[config.mk]
export PLATFORM = sky130hd
export DESIGN_NAME = pe_chain
export DESIGN_NICKNAME = d
export VERILOG_FILES = /design/src/rtl/pe_chain.sv
export SDC_FILE = /design/constraint.sdc
export NUM_CORES = 1
export LEC_CHECK = 0
export CORE_MARGIN = 2
export CORE_UTILIZATION = 36
export DETAILED_ROUTE_END_ITERATION = 12
export DONT_BUFFER_PORTS = 1
export MAX_ROUTING_LAYER = met4
export PLACE_DENSITY = 0.61
export SYNTH_ARGS = -nofsm -noshare
export SYNTH_HDL_FRONTEND = slang
export SYNTH_SLANG_ARGS = --single-unit
[constraint.sdc]
create_clock -name clk -period 6.82 [get_ports clk]
set_input_delay 1.364 -clock clk [delete_from_list [all_inputs] [get_ports clk]]
set_output_delay 1.364 -clock clk [all_outputs]
set_load 0.1 [all_outputs]
[src/rtl/pe_chain.sv]
// Systolic chain of TAPS multiply-accumulate stages (transposed-form correlation).
// One pixel is broadcast to every tap per accepted beat; partial sums ripple toward y_out.
module pe_chain #(
  parameter int TAPS   = 3,
  parameter int PIX_W  = 8,
  parameter int ACC_W  = 16,
  parameter int W_W    = 3,
  parameter int SAT_EN = 1
) (
  input  logic                    clk,
  input  logic                    rst_n,
  input  logic                    clear,
  input  logic                    w_load,
  input  logic signed [W_W-1:0]   w_data,
  input  logic                    in_valid,
  output logic                    in_ready,
  input  logic [PIX_W-1:0]        x_in,
  input  logic signed [ACC_W-1:0] y_in,
  output logic                    out_valid,
  input  logic                    out_ready,
  output logic signed [ACC_W-1:0] y_out,
  output logic                    sat_flag
);

  localparam int SUM_W = ACC_W + 2;
  localparam int CNT_W = $clog2(TAPS + 1);
  localparam logic signed [SUM_W-1:0] SUM_MAX = {3'b000, {(ACC_W-1){1'b1}}};
  localparam logic signed [SUM_W-1:0] SUM_MIN = {3'b111, {(ACC_W-1){1'b0}}};

  logic signed [ACC_W-1:0] s     [TAPS];
  logic signed [ACC_W-1:0] s_nxt [TAPS];
  logic signed [W_W-1:0]   w     [TAPS];
  logic [TAPS-1:0]         sat_hit;
  logic [CNT_W-1:0]        fill_cnt;
  logic signed [SUM_W-1:0] x_ext;
  logic                    adv;

  assign in_ready = !clear && !w_load && (!out_valid || out_ready);
  assign adv      = in_valid && in_ready;
  assign y_out    = s[TAPS-1];
  assign x_ext    = $signed(SUM_W'({1'b0, x_in}));

  for (genvar k = 0; k < TAPS; k++) begin : g_stage
    logic signed [ACC_W-1:0] prev;
    logic signed [SUM_W-1:0] sum;
    logic signed [ACC_W-1:0] nxt;
    logic                    sat;

    if (k == 0) begin : g_head
      assign prev = y_in;
    end else begin : g_body
      assign prev = s[k-1];
    end

    // Two guard bits: the sum of an ACC_W operand and a small product cannot overflow SUM_W.
    assign sum = SUM_W'(prev) + SUM_W'(w[k]) * x_ext;

    always_comb begin
      nxt = sum[ACC_W-1:0];
      sat = 1'b0;
      if (SAT_EN != 0 && sum[SUM_W-1:ACC_W-1] != {3{sum[SUM_W-1]}}) begin
        nxt = sum[SUM_W-1] ? SUM_MIN[ACC_W-1:0] : SUM_MAX[ACC_W-1:0];
        sat = 1'b1;
      end
    end

    assign s_nxt[k]   = nxt;
    assign sat_hit[k] = sat;
  end

  always_ff @(posedge clk or negedge rst_n) begin
    if (!rst_n) begin
      for (int k = 0; k < TAPS; k++) begin
        s[k] <= '0;
        w[k] <= '0;
      end
      fill_cnt  <= '0;
      out_valid <= 1'b0;
      sat_flag  <= 1'b0;
    end else begin
      // Weight shifting is independent of clear so both can happen together.
      if (w_load) begin
        for (int k = 0; k < TAPS - 1; k++) w[k] <= w[k+1];
        w[TAPS-1] <= w_data;
      end
      if (clear) begin
        for (int k = 0; k < TAPS; k++) s[k] <= '0;
        fill_cnt  <= '0;
        out_valid <= 1'b0;
        sat_flag  <= 1'b0;
      end else if (adv) begin
        for (int k = 0; k < TAPS; k++) s[k] <= s_nxt[k];
        if (fill_cnt != CNT_W'(TAPS)) fill_cnt <= fill_cnt + CNT_W'(1);
        out_valid <= (int'(fill_cnt) + 1 >= TAPS);
        if (|sat_hit) sat_flag <= 1'b1;
      end else if (out_ready) begin
        out_valid <= 1'b0;
      end
    end
  end

endmodule
# ---- Yosys cells after proc, flatten, opt, wreduce, memory -nomap -nowiden
# Index checks and enable logic that the tools add are counted.
# Widths: inputs -> output; s select.
dict set report classes {
  multipliers 3
  n_lt_le_gt_ge 1
  n_reduce_logical 14
  addsub 5
  muxes 20
  n_eq_ne 4
}
# cell count
set ops {}
lappend ops {{$mux 16} 6}
lappend ops {{$mux 48} 2}
lappend ops {{$add 16x12->17} 3}
lappend ops {{$mul 3x9->12} 3}
lappend ops {{$mux 1} 9}
lappend ops {{$mux 2} 3}
lappend ops {{$ne 2x2->1} 3}
lappend ops {{$reduce_bool 2->1} 3}
lappend ops {{$reduce_and 2->1} 2}
lappend ops {{$add 2x1->3 const B} 1}
lappend ops {{$ge 3x2->1 const B} 1}
lappend ops {{$logic_and 1x1->1} 3}
lappend ops {{$logic_not 1->1} 3}
lappend ops {{$reduce_bool 3->1} 1}
lappend ops {{$reduce_or 3->1} 1}
lappend ops {{$add 2x1->2 const B} 1}
lappend ops {{$ne 2x2->1 const B} 1}
lappend ops {{$logic_or 1x1->1} 1}
dict set report totals {
  regBits 61
  output_inout_bits 19
  in_bits 33
}

# ---- Logic depth before layout (Yosys ltp)
# Gate-level depths: netlist of the first run.
dict set report logic_depth {
  ltp_word 8
  mapped_depth 20
}

# ---- Worst setup path before layout of the first run
# OpenSTA, ideal clock, no wires.
dict set report synth_path {
  path_type {input-to-reg}
  start {in x_in[1]}
  end {reg s, in the netlist g_stage[2].prev[0]}
  arrival_time_ps 5705
  stages 19
  setup_slack_ps 995
  setup_ps 120
  cell_sequence {clkbuf_1 nand2_1 fa_1 fa_1 fa_1 inv_1 ha_1 a21o_1 a221oi_1 nor2_1 o21ai_0 a21boi_0 o41a_1 xor2_1 ha_1 clkbuf_1 nor2_1 nor3_1 a31o_2}
}
dict set report synth_via {
  elab_chain_cells 6
  elab_cells_between_ends 7
}
# item line
set synth_rtl {}
lappend synth_rtl {{start, declared} 17} ;# input logic [PIX_W-1:0] x_in,
lappend synth_rtl {{$mul 3x9->12 (*)} 56} ;# assign sum = SUM_W'(prev) + SUM_W'(w[k]) * x_ext;
lappend synth_rtl {{$add 16x12->17 (*)} 56}
lappend synth_rtl {{$ne 2x2->1 / $mux 16 (equally long branches)} {61, 62}}
lappend synth_rtl {{$mux 16 (*)} 61} ;# if (SAT_EN != 0 && sum[SUM_W-1:ACC_W-1] != {3{sum[SUM_W-1]}}) begin
lappend synth_rtl {{$mux 48 (*)} 91} ;# end else if (adv) begin
lappend synth_rtl {{$mux 48 (*)} 86} ;# if (clear) begin
lappend synth_rtl {{end signal, assigned by index} 74} ;# s[k] <= '0;
lappend synth_rtl {{end, declared} 30} ;# logic signed [ACC_W-1:0] s [TAPS];
# Mark *: on every way between the ends. The rest lies on a longest branch, timed or not. The select of a mux whose other input is x is not followed.
# A chain may end at the register's enable or synchronous reset.

# ---- Worst setup path in the final report of the first run
dict set report layout_path {
  start {in x_in[0]}
  end {reg s, in the netlist y_out[9]}
}
# The elaborated chain is that of the path after synthesis.

==> results of run 1 <==
[path summary, 6_finish.rpt]
kind / startpoint / to / slack [ns] / cells past startpoint
setup / recovery: x_in[0] / y_out[9] / 0.91 / 17
hold / removal: g_stage[1].prev[12] / g_stage[1].prev[12] / 0.51 / 2
setup reg to reg: w[2] / y_out[9] / 0.93 / 17
hold reg to reg: g_stage[1].prev[12] / g_stage[1].prev[12] / 0.51 / 2
max in group asynchronous: rst_n / g_stage[1].prev[5] / 6.00 / 0
min in group asynchronous: rst_n / y_out[14] / 0.71 / 0
[logic make-up (layout without fill, tap and decap cells)]
| logic type | after synthesis | after routing | share of synthesized area, % |
|---|---|---|---|
| simple gates | 231 | 231 | 16.30 |
| compound gates | 201 | 201 | 18.27 |
| fa+ha+maj | 166 | 166 | 34.84 |
| buf+inv | 71 | 70 | 3.987 |
| flops | 61 | 61 | 21.62 |
| xor+xnor | 28 | 28 | 3.580 |
| mux | 9 | 9 | 1.400 |
[sequential cells by signal (all words and copies together), names as in the netlist]
name,count
w,9
sat_flag,1
fill_cnt,2
g_stage.prev,32
y_out,16
out_valid,1
[metal layers]
layer  part of all wire (%)  track usage (%)  vias to the layer above  wire, um
met4                    1.6            4.850                        0       257
met2                     47            25.54                       83      7534
met5                      0                -                        -         0
met1                     48            23.53                     2702      7840
li1                       -                -                     2717         -
met3                    3.5            2.848                       18       569
[worst max-delay path, stage by stage]
cell,delay (ns)
nand2b_1,0.14
fa_1,0.58
fa_1,0.45
fa_1,0.52
inv_1,0.04
ha_1,0.19
a21o_1,0.21
a221oi_1,0.40
nor2_1,0.12
o21ai_1,0.19
a21boi_0,0.12
o41a_1,0.36
xor2_1,0.16
ha_1,0.54
o21a_1,0.39
nand2b_1,0.23
o21ai_0,0.11
[area by class of cell]
cell class | count | area [um2]
Timing Repair Buffer | 8 | 77.57
Tap cell | 265 | 331.6
Multi-Input combinational cell | 635 | 5258
Inverter | 46 | 172.7
Clock buffer | 12 | 246.5
Sequential cell | 61 | 1526
Fill cell | 1958 | 11670
Clock inverter | 4 | 47.55
[synth_stat cells, types with 2 or more instances]
master     count  area share [%]
ha_1         115              20
xnor2_1       17             2.1
clkbuf_1      17            0.90
nor2b_1        4            0.35
buf_1          3            0.16
a211oi_1      11             1.2
or2_2          2            0.18
a22oi_1        3            0.32
nand2_1       44             2.3
fa_1          51              14
and2_1        44             3.9
nor3_1        15             1.1
o21bai_1       2            0.21
o21a_1         7            0.74
or3_1          7            0.62
xor2_1        10             1.2
a21boi_0       2            0.21
a21o_2         5            0.62
a221oi_1       2            0.25
nand4_1        2            0.18
nand3_1       34             2.4
mux2_2         7             1.1
clkinv_1       3            0.16
and3_2         2            0.21
inv_1         42             2.2
dfrtp_1       61              22
o41a_1         2            0.32
a32oi_1        8            0.99
buf_2          3            0.21
a21o_1         9            0.96
o21ai_0       56             4.0
o211ai_1      10             1.1
o31ai_1        6            0.64
mux2i_1        2            0.28
and3_1         2            0.18
o2111ai_1      2            0.25
a211oi_2       2            0.35
nand2b_1      19             1.7
o22ai_1        2            0.18
a21oi_1       54             3.8
nor2_1        54             2.9
a31o_2        10             1.2
[power breakdown]
part	internal (mW)	total, mW	switching (mW)
clock	0.292	0.462	0.170
combinational	0.602	1.39	0.790
sequential	0.434	0.661	0.228
[metrics by stage]
stage	utilization (%)	hold slack, ns	setup slack [ns]	cells
3_5_place_dp	38.10	0.5010	0.5567	1015
2_1_floorplan	-	0.4538	0.9954	767
6_report	39.62	0.5113	0.9126	1031
5_1_grt	39.62	0.5497	0.5444	1031
4_1_cts	39.62	0.5144	0.9024	1031
3_3_place_gp	38.10	0.4940	0.6416	1015
==> impl_results.md, run 1 <==
* Setup Buffers After CTS at 0
* Crit share post-route at 86.62%
* Clock Sinks at 61
* Initial antenna violation count at 0
* Max cap viols at 0
* Post-CTS Hold Buffers at 0
* LEAKAGE at 3.748 nW
* Startpoint Class: primary input
* Syn nets at 966
* Global-route wire length before repair at 26990 um
* Synthesized area at 7061 um2
* # setup viols final at 0
* Die H at 144.0 um
* TritonCTS Buffers at 9
* Max-slew headroom at 36.00%
* Root buffer cell: clkbuf_16
* Final HPWL from detailed placement at 12550 um
* Area Overhead vs Synth at 8.488%
* Layout cells sized above 1 at 7.180%
* PwrDens at 328.4 nW/um2
* Most frequent cells in the layout: ha_1, dfrtp_1, o21ai_0
* Critical Path AT at 6.13 ns
* IO buf count at 0
* H-tree Lvls at 3
* Crit Path Category: in2reg
* Total gr overflow at 0
* Fmax at 169.3 MHz
* Largest net degree at the start of global routing at 62
* Core area at 19330 um2
* DIE WIDTH at 144.0 um
* YS warnings at 0
* WL/cell at 15.71 um
* Final nets at 960
* Setup TNS at 0 ns
* Clk_lat worst skew at 0.34 ns
* Worst-path clk slew at 0.05 ns
* # DRC at 0
* RSZ-0062 raised after global routing: false
* Pin slew with the least headroom to its limit at 0.9600 ns
* Status: complete, no violations
* Placed cell area at 7366 um2
* Min-Delay Path Class: reg2reg
* Final Hold Vio Count at 0
* Ys flop type: dfrtp_1
* Finished Cell Area at 7660 um2
* Via density at 5.354
* Full die area at 20750 um2
* Row cnt at 51
* I/O Pins at 52
* Max rail drop VDD at 0.0001076 V
* Slew Viols, Final at 0
* ANT cells at 0
* Clk buf depth at 2
* First-pass detailed-route iteration total at 4
* CTS tree: yes
* DR iter-0 viols at 265
* EDFF count, synth at 0
* Worst Setup End Kind: register
* Ys async rst share at 100.0%
* Req. time, crit path at 7.04 ns
* CP max FO at 14
* RePlAce Congestion at 0.8744
* Sequential area share after synthesis at 21.62%
* Number of distinct library cells after synthesis at 56
* Avg Inst Size Synth at 9.205 um2
* Final Skew at 0.004055 ns
* Global Route Usage Sum at 16.94%
* Commonest non-fill, non-tap cell in the layout: ha_1
* WL final at 16200 um
* Final Critical Period at 5.907 ns
* Post-synthesis cell count at 767
* Initial core utilization at 36.52%
* Post-CTS Resized at 0
* FF+latch count, synth at 61
* Post-route ant nets at 0
* Vias at 5520
* Vias in the first global route at 5362
* Pwr Total at 2.515 mW
No activity file was read; power rests on OpenSTA's default activity.
==> run 2, diff against run 1 <==
--- a/config.mk
+++ b/config.mk
@@ -5,12 +5,13 @@
 export SDC_FILE = /design/constraint.sdc
 export NUM_CORES = 1
 export LEC_CHECK = 0
+export CORE_ASPECT_RATIO = 1.25
 export CORE_MARGIN = 2
 export CORE_UTILIZATION = 36
 export DETAILED_ROUTE_END_ITERATION = 12
 export DONT_BUFFER_PORTS = 1
 export MAX_ROUTING_LAYER = met4
-export PLACE_DENSITY = 0.61
+export REMOVE_ABC_BUFFERS = 1
 export SYNTH_ARGS = -nofsm -noshare
 export SYNTH_HDL_FRONTEND = slang
 export SYNTH_SLANG_ARGS = --single-unit
==> run 2 against run 1 <==
- critical path depth unchanged
- utilization up 0.11 points
- via count is 1.3% lower
- fmax fell by 1.1%
- wire length down 1.3%
- first-iteration DRC count decreased by 34%
- sequential share of layout area about the same
- critical path type unchanged
- register-to-register slack better by 0.03 ns
- worst setup slack got worse by 0.067 ns
==> impl_results.md, run 2 (synthesized netlist as in run 1, its figures left out) <==
* Status: complete, no violations
* Crit-path cells: nand2b_1, fa_1, fa_1, fa_1, inv_1, ha_1, a21o_1, a221oi_1, nor2_1, o21ai_1, a21boi_0, o41a_1, xor2_1, ha_1, o21a_1, nand2b_1, o21ai_0
* Register area at 1526 um2
* Global-route wire length before repair at 27370 um
* LEAKAGE at 3.757 nW
* Core area at 19330 um2
* Row cnt at 57
* Core Util, Final at 39.72%
* Via density at 5.293
* IO buf count at 0
* WL final at 15990 um
* Largest register FFs at 32
* Max rail drop VDD at 0.0001332 V
* Critical Path Start: x_in[0]
* RePlAce Congestion at 0.8424
* Final Critical Period at 5.975 ns
* Full die area at 20760 um2
* Reg2reg start: w[2]
* Fmax at 167.4 MHz
* CTS tree: yes
* Worst reg2reg setup slack at 0.96 ns
* Root buffer cell: clkbuf_16
* Filler cells at 1956
* Worst Setup EP: y_out[9]
* WL/cell at 15.54 um
* Critical Path AT at 6.19 ns
* Final Hold Vio Count at 0
* Setup Buffers After CTS at 0
* CP max FO at 14
* Commonest non-fill, non-tap cell in the layout: ha_1
* Final HPWL from detailed placement at 12550 um
* DIE WIDTH at 129.3 um
* Layout cells sized above 1 at 7.068%
* Max-slew headroom at 35.02%
* Max cap viols at 0
* CP max stage cell: fa_1
* CP peak stage delay at 0.58 ns
* Req. time, crit path at 7.03 ns
* Clk_lat worst skew at 0.33 ns
* Total gr overflow at 0
* Setup TNS at 0 ns
* Worst-path clk slew at 0.05 ns
* Reg2reg end: y_out[9]
* Crit share post-route at 87.60%
* Post-route ant nets at 0
* Initial core utilization at 36.53%
* PwrDens at 330.1 nW/um2
* Min-Delay Path Class: reg2reg
* Crit Path Category: in2reg
* Cells on worst reg2reg path at 17
* First-pass detailed-route iteration total at 4
* # DRC at 0
* DR iter-0 viols at 175
* Final nets at 958
* Multi-input logic area at 5258 um2
* # setup viols final at 0
* Area Overhead vs Synth at 8.736%
* I/O Pins at 52
* Global Route Usage Sum at 16.78%
* Initial antenna violation count at 0
* Pin slew with the least headroom to its limit at 0.9748 ns
* Startpoint Class: primary input
* Vias in the first global route at 5631
* Post-CTS Hold Buffers at 0
* Clock Sinks at 61
* Clk buf depth at 2
* Largest net degree at the start of global routing at 62
* Slew Viols, Final at 0
* Vias at 5446
* H-tree Lvls at 3
* Die H at 160.6 um
* ANT cells at 0
* Post-CTS Resized at 0
* Final Skew at 0.004179 ns
* TritonCTS Buffers at 9
* RSZ-0062 raised after global routing: false
* Most frequent cells in the layout: ha_1, dfrtp_1, o21ai_0
* Worst Setup End Kind: register
* Top cell by count, worst path: fa_1
run 2: cell count changes in the layout (fill, tap and decap cells not counted):
| cell | delta |
|---|---|
| clkbuf_1 | -1 |
| bufinv_16 | +1 |
| clkinvlp_4 | -1 |
| buf_4 | -2 |
| clkbuf_8 | +1 |
run 2: power breakdown:
part | total, mW | internal, mW | leakage [nW] | switching [mW]
combinational | 1.37 | 0.592 | 2.78 | 0.774
sequential | 0.660 | 0.433 | 0.810 | 0.226
clock | 0.510 | 0.339 | 0.163 | 0.171
total | 2.53 | 1.36 | 3.76 | 1.17
run 2: how the worst min path moves through the flow:
stage | startpoint | to | slack, ns | cells after the start
2_1_floorplan | g_stage[2].prev[14] | g_stage[2].prev[14] | 0.45 | 2
3_3_place_gp | g_stage[1].prev[10] | g_stage[1].prev[10] | 0.48 | 2
3_5_place_dp | g_stage[1].prev[12] | g_stage[1].prev[12] | 0.49 | 2
4_1_cts | g_stage[1].prev[12] | g_stage[1].prev[12] | 0.50 | 2
5_1_grt | g_stage[1].prev[13] | g_stage[1].prev[13] | 0.53 | 2
6_report | g_stage[1].prev[12] | g_stage[1].prev[12] | 0.50 | 2
run 2: area by class of cell:
class,instances,share of cell area (%)
multi-input combinational,635,68.48
sequential,61,19.88
tap,265,4.319
clock buffer,12,3.341
inverter,46,2.249
clock inverter,4,0.9126
timing repair buffer,6,0.8149
run 2: critical path: cells and delay by family:
family	cells	cell delay, ns
compound gates	7	1.83
xor+xnor	1	0.16
fa+ha+maj	5	2.29
buf+inv	1	0.04
simple gates	3	0.49
run 2: layer usage:
metal	vias to the layer above	GRT usage, %	wire [um]
met1	2627	20.68	7096
met2	75	28.33	8106
li1	2726	-	-
met5	-	-	0
met4	0	6.126	426
met3	18	1.732	360
run 2: through the flow:
step	hold WS (ns)	setup WS, ns	area [um2]	total power [mW]	cells
after floorplan	0.4538	0.9377	6952	1.730	742
after global placement	0.4834	0.5801	7351	2.009	1013
after detailed placement	0.4881	0.4770	7351	2.029	1013
after CTS	0.4995	0.8094	7677	2.563	1029
after global routing	0.5282	0.4954	7677	2.795	1029
final	0.4958	0.8454	7677	2.534	1029
